--- config.mk ---
export PLATFORM = sky130hd
export DESIGN_NAME = boot_loader
export DESIGN_NICKNAME = d
export VERILOG_FILES = /design/src/rtl/loader_pkg.sv /design/src/rtl/word_assembler.sv /design/src/rtl/boot_loader.sv
export SDC_FILE = /design/constraint.sdc
export NUM_CORES = 1
export LEC_CHECK = 0
export CAP_MARGIN = 30
export CORE_MARGIN = 1
export CORE_UTILIZATION = 50
export DETAILED_ROUTE_END_ITERATION = 8
export HOLD_SLACK_MARGIN = 0.03
export PLACE_DENSITY = 0.78
export SYNTH_ARGS = -nofsm -noshare
export SYNTH_HDL_FRONTEND = slang
export SYNTH_HIERARCHICAL = 1
export SYNTH_SLANG_ARGS = --single-unit
--- constraint.sdc ---
create_clock -name clk -period 6.07 [get_ports clk]
set_clock_uncertainty 0.2 [all_clocks]
set_input_delay 1.821 -clock clk [delete_from_list [all_inputs] [get_ports clk]]
set_output_delay 1.821 -clock clk [all_outputs]
set_load 0.1 [all_outputs]
--- src/rtl/loader_pkg.sv ---
// Shared definitions for the boot loader: FSM state encoding, default frame
// sync byte and the frame length-header width.
package loader_pkg;

  typedef enum logic [2:0] {
    IDLE   = 3'd0,
    LEN_HI = 3'd1,
    LEN_LO = 3'd2,
    DATA   = 3'd3,
    CHK    = 3'd4,
    RUN    = 3'd5,
    ERROR  = 3'd6
  } state_e;

  localparam logic [7:0]  SYNC_DEF = 8'hA5;
  localparam int unsigned HDR_W    = 16;

endpackage

--- src/rtl/word_assembler.sv ---
// Packs a big-endian byte stream into 32-bit words; the completed word is held
// in its own register so the shift register can take the next byte at once.
module word_assembler (
  input  logic        clk_i,
  input  logic        rst_i,
  input  logic        clr_i,
  input  logic        valid_i,
  input  logic [7:0]  byte_i,
  output logic        word_ready_o,
  output logic [31:0] word_o
);

  logic [23:0] shift_q;
  logic [1:0]  idx_q;
  logic [31:0] word_q;

  assign word_ready_o = valid_i && (idx_q == 2'd3);
  assign word_o       = word_q;

  always_ff @(posedge clk_i or posedge rst_i) begin
    if (rst_i) begin
      shift_q <= '0;
      idx_q   <= '0;
      word_q  <= '0;
    end else if (clr_i) begin
      shift_q <= '0;
      idx_q   <= '0;
    end else if (valid_i) begin
      shift_q <= {shift_q[15:0], byte_i};
      idx_q   <= idx_q + 2'd1;
      if (idx_q == 2'd3) word_q <= {shift_q, byte_i};
    end
  end

endmodule

--- src/rtl/boot_loader.sv ---
// Framed image loader: writes received words to memory and releases the CPU
// from reset only after a complete frame with a matching XOR checksum.
module boot_loader
  import loader_pkg::*;
#(
  parameter int unsigned ADDR_W    = 10,
  parameter int unsigned MAX_WORDS = 256,
  parameter int unsigned TIMEOUT   = 100000,
  parameter logic [7:0]  SYNC      = SYNC_DEF
) (
  input  logic              clk,
  input  logic              rst,
  input  logic              rx_valid,
  input  logic [7:0]        rx_data,
  output logic              mem_we,
  output logic [ADDR_W-1:0] mem_addr,
  output logic [31:0]       mem_wdata,
  output logic              cpu_rst,
  output logic              done,
  output logic              err
);

  localparam int unsigned GAP_W = $clog2(TIMEOUT + 1);

  state_e            state_q;
  logic [7:0]        len_hi_q;
  logic [HDR_W-1:0]  len_q;
  logic [HDR_W-1:0]  word_idx_q;
  logic [7:0]        csum_q;
  logic [GAP_W-1:0]  gap_q;
  logic              mem_we_q;
  logic [ADDR_W-1:0] mem_addr_q;
  logic              cpu_rst_q;
  logic              done_q;
  logic              err_q;

  logic [HDR_W-1:0]  len_d;
  logic [HDR_W-1:0]  word_idx_d;
  logic              busy;
  logic              timeout_hit;
  logic              asm_valid;
  logic              asm_clr;
  logic              word_ready;
  logic [31:0]       word;

  assign len_d       = {len_hi_q, rx_data};
  assign word_idx_d  = word_idx_q + HDR_W'(1);
  assign busy        = (state_q == LEN_HI) || (state_q == LEN_LO) ||
                       (state_q == DATA)   || (state_q == CHK);
  assign timeout_hit = busy && !rx_valid && (gap_q == GAP_W'(TIMEOUT - 1));
  assign asm_valid   = rx_valid && (state_q == DATA);
  assign asm_clr     = rx_valid && (state_q == LEN_LO);

  word_assembler u_asm (
    .clk_i        (clk),
    .rst_i        (rst),
    .clr_i        (asm_clr),
    .valid_i      (asm_valid),
    .byte_i       (rx_data),
    .word_ready_o (word_ready),
    .word_o       (word)
  );

  // The last word's write strobe lands in the first CHK cycle, so a checksum
  // byte sent back-to-back with the payload is never mistaken for data.
  always_ff @(posedge clk or posedge rst) begin
    if (rst) begin
      state_q    <= IDLE;
      len_hi_q   <= '0;
      len_q      <= '0;
      word_idx_q <= '0;
      csum_q     <= '0;
      gap_q      <= '0;
      mem_we_q   <= 1'b0;
      mem_addr_q <= '0;
      cpu_rst_q  <= 1'b1;
      done_q     <= 1'b0;
      err_q      <= 1'b0;
    end else begin
      mem_we_q <= 1'b0;
      if (timeout_hit) begin
        state_q <= ERROR;
        err_q   <= 1'b1;
        gap_q   <= '0;
      end else begin
        if (busy && !rx_valid) gap_q <= gap_q + GAP_W'(1);
        else                   gap_q <= '0;
        if (rx_valid) begin
          unique case (state_q)
            IDLE: if (rx_data == SYNC) state_q <= LEN_HI;
            LEN_HI: begin
              len_hi_q <= rx_data;
              state_q  <= LEN_LO;
            end
            LEN_LO: begin
              len_q      <= len_d;
              word_idx_q <= '0;
              csum_q     <= '0;
              if (len_d > HDR_W'(MAX_WORDS)) begin
                state_q <= ERROR;
                err_q   <= 1'b1;
              end else if (len_d == '0) begin
                state_q <= CHK;
              end else begin
                state_q <= DATA;
              end
            end
            DATA: begin
              csum_q <= csum_q ^ rx_data;
              if (word_ready) begin
                mem_we_q   <= 1'b1;
                mem_addr_q <= ADDR_W'({word_idx_q, 2'b00});
                word_idx_q <= word_idx_d;
                if (word_idx_d == len_q) state_q <= CHK;
              end
            end
            CHK: begin
              if (rx_data == csum_q) begin
                state_q   <= RUN;
                cpu_rst_q <= 1'b0;
                done_q    <= 1'b1;
              end else begin
                state_q <= ERROR;
                err_q   <= 1'b1;
              end
            end
            RUN: ;
            ERROR: begin
              if (rx_data == SYNC) begin
                state_q <= LEN_HI;
                err_q   <= 1'b0;
              end
            end
            default: state_q <= IDLE;
          endcase
        end
      end
    end
  end

  assign mem_we    = mem_we_q;
  assign mem_addr  = mem_addr_q;
  assign mem_wdata = word;
  assign cpu_rst   = cpu_rst_q;
  assign done      = done_q;
  assign err       = err_q;

endmodule

==> summary.md <==
| Metric | Value |
|---|---|
| Slew headroom | `34.19%` |
| Via count | `4553` |
| Finished Layout Cells | `820` |
| Top FF cell, synth | `dfrtp_1` |
| Worst Path Max Fanout | `32` |
| Post-synth EDFFs | `0` |
| Switching Power | `1.433 mW` |
| Unrepaired setup endpoints after global routing | `false` |
| Min-Delay Path Class | `flip-flop to flip-flop` |
| Core area | `0.01277 mm²` |
| Num Clock Sinks | `138` |
| Post-placement cell count | `788` |
| Yosys top cell by area | `dfrtp_1` |
| Detailed-route vias per instance | `5.552` |
| Ranking of synthesized cells by area | `dfrtp_1 52%, mux2_4 6.8%, mux2_2 4.6%, mux2i_1 4.4%, nor2_1 3.6%` |
| Part of the cycle the worst path needs | `73.05%` |
| Crit-path cells | `clkdlybuf4s50_1 > nand2_1 > nor2_4 > buf_4 > nand3b_4 > mux2_4` |
| Initial antenna violation count | `0` |
| CTS H-Tree Depth | `4` |
| Seq. cell area | `0.003455 mm²` |
| Actual slew at the worst max-slew pin | `984.1 ps` |
| CTS clock-pin slew for the worst setup and hold paths | `60 ps` |
| Chip Height | `117.0 µm` |
| Clock Power Share | `29.4%` |
| Die area | `0.01369 mm²` |
| Number of nets in the layout | `649` |
| Post-Syn Instances | `588` |
| Most frequent cells in the layout | `137 x dfrtp_1, 61 x nor2_1, 54 x clkdlybuf4s50_1` |
| N_diodes | `0` |
| DRT antenna net count | `0` |
| Post-CTS Hold Fix Bufs | `0` |
| Crit Path Class | `input pin to flip-flop` |
| Share of layout cells above drive strength 1 | `16.67%` |
| Worst VDD drop | `372.3 µV` |
| TritonCTS clock tree | `built` |
| P&R area growth vs syn | `19.22%` |
| Clock Tree Buf Depth | `2` |
| IO buf count | `54` |
| Total track usage | `23.02%` |
| Root Driver | `clkbuf_16` |
| Pin count of the biggest net entering global routing | `43` |
| First-pass GRT wire length | `23780 µm` |
| CP required | `6160 ps` |
| FMAX | `0.2255 GHz` |
| Routed WL per cell | `16.75 µm` |
| Period minus WS final | `4434 ps` |
| Sw Share | `37.76%` |
| Crit path max-delay cell type | `clkdlybuf4s50_1` |
| Critical Path AT | `4530 ps` |
| Hpwl dp | `9210 µm` |
| Initial Utilization | `51.79%` |
| DRC | `0` |
| Fin. Hold Viols | `0` |
| Worst path max stage delay | `600 ps` |
| Leak | `3.563 nW` |
| GRT overflow | `0` |
| Worst-Skew Late Latency | `410 ps` |
| Most common cell after layout, fill and taps aside | `dfrtp_1` |
| Startpoint Class | `input pin` |
| FILL cells | `985` |
| Post_cts resized | `0` |
| Outcome | `completed` |
| Ys Warns | `6` |
| Multi-input gate area | `0.002954 mm²` |
| Synthesis-stage register bit count | `138` |
| Seq pwr share | `36.6%` |
| Pwr per Cell Area | `481.3 mW/mm²` |
| FP Rows | `41` |
| I/O pins | `57` |
| Die Wd | `117.0 µm` |
| Number of max-cap violations | `0` |
| Post-Syn Area | `0.006615 mm²` |
| Mean Syn Cell Area | `11.25 µm²` |
| Int Power | `2.362 mW` |
| Unique masters post-synth | `53` |
| Setup bufs post-CTS | `0` |
| Async SR Flop Fraction | `100.0%` |
| Iter 0 DRT Violations | `288` |
| GP Congestion | `0.8370` |
| CP endpoint kind | `flip-flop` |
| Setup_tns | `0 ps` |
| CTS Buf Count | `17` |
| Comb power frac | `34.1%` |
| Final setup vio count | `0` |
| First-pass DRT Iterations | `4` |
| Seq/Total Area, Yosys | `52.22%` |
| Final Max Tran Viols | `0` |
| Final WL | `13740 µm` |
| Vias in the first global route | `4739` |
| Yosys top cell area share | `51.83%` |
final cells by class:
type                    count  share of cell area, %
multi-input cells         412                  37.46
clock buffers              20                  5.791
flip-flops and latches    138                  43.80
inverters                   6                 0.2856
well taps                 172                  2.729
clock inverters            12                  2.348
repair buffers             60                  7.584
stage by stage:
stage	setup slack [ps]	area, µm²	utilization (%)	hold slack [ps]	power (mW)
after floorplan	1999	6619	-	247.4	2.387
after global placement	1269	7224	56.56	252.8	2.630
after detailed placement	1179	7244	56.71	267.8	2.683
after CTS	1628	7886	61.74	281.0	3.812
after global routing	1362	7886	61.74	295.6	3.980
final	1636	7886	61.74	276.4	3.795
cell families (layout without fill, tap and decap cells):
kind of cell             after synthesis  after routing  synth area share (%)
AND/OR/NAND/NOR                      205            205                 15.55
flip-flops                           138            138                 52.22
multiplexers                          86             86                 15.79
AO/OA/AOI/OAI                         76             76                 7.188
XOR/XNOR                              40             40                 5.296
buffers and inverters                 39             98                 3.329
adder cells (fa/ha/maj)                3              3                0.5675
other                                  1              2               0.05669
cell usage after synthesis (2+ instances only):
cell type / instances
a22o_1: 9
and4_1: 2
nand4_1: 12
mux2i_1: 29
buf_6: 3
xor2_1: 19
nor2_1: 63
dfrtp_1: 137
ha_1: 3
and4_4: 2
nor4b_1: 3
o21ai_0: 34
nor2b_1: 3
buf_4: 11
buf_2: 8
a21oi_1: 11
inv_1: 5
and2_1: 6
o21ai_1: 2
xnor2_1: 21
mux2_2: 27
nand3_1: 13
nand2b_1: 18
and3_1: 9
nor4_1: 5
nand2_1: 53
a31oi_1: 2
o31ai_1: 8
mux2_4: 30
nor3_1: 6
clkbuf_1: 11
or3_1: 2
state kept, by name, indices dropped and copies added (netlist names):
register	count
len_hi_q	8
mem_we	1
csum_q	8
len_q	16
gap_q	17
u_asm/idx_q	2
state_q	3
cpu_rst	1
mem_addr	8
err	1
u_asm/word_o	32
u_asm/shift_q	24
word_idx_q	16
done	1
per-layer routing:
layer  GRT usage, %  vias to the layer above  wire length, µm
li1               -                     2146                -
met5              0                        -                0
met1          31.06                     2268             6329
met3          5.046                       15              545
met4          9.283                        0              187
met2          36.37                      124             6675
worst max-delay path: cells and delay by family:
| kind | cells | cell delay (ps) |
|---|---|---|
| buffers and inverters | 2 | 1030 |
| and+or+nand+nor | 3 | 1160 |
| muxes | 1 | 490 |
final timing paths:
path	from	end	cells past startpoint	slack, ps
hold / removal	mem_addr[4]$_DFFE_PP0P_	mem_addr[4]$_DFFE_PP0P_	2	280
setup / recovery	rx_valid	u_asm/word_o[24]$_DFFE_PP0P_	6	1640
setup reg to reg	state_q[1]$_DFFE_PP0P_	u_asm/word_o[24]$_DFFE_PP0P_	6	2980
min in group asynchronous	rst	mem_addr[5]$_DFFE_PP0P_	2	1580
hold reg to reg	mem_addr[4]$_DFFE_PP0P_	mem_addr[4]$_DFFE_PP0P_	2	280
max in group asynchronous	rst	cpu_rst$_DFFE_PP1P_	3	3230
power groups by stage:
| stage | registers, mW | clock network (mW) | logic, mW |
|---|---|---|---|
| global route | 1.42 | 1.17 | 1.39 |
| floorplan | 1.73 | 0 | 0.655 |
| CTS | 1.39 | 1.13 | 1.30 |
| detailed placement | 1.40 | 0 | 1.29 |
| finish | 1.39 | 1.11 | 1.29 |
| global placement | 1.38 | 0 | 1.25 |
No activity file was read; power rests on OpenSTA's default activity.
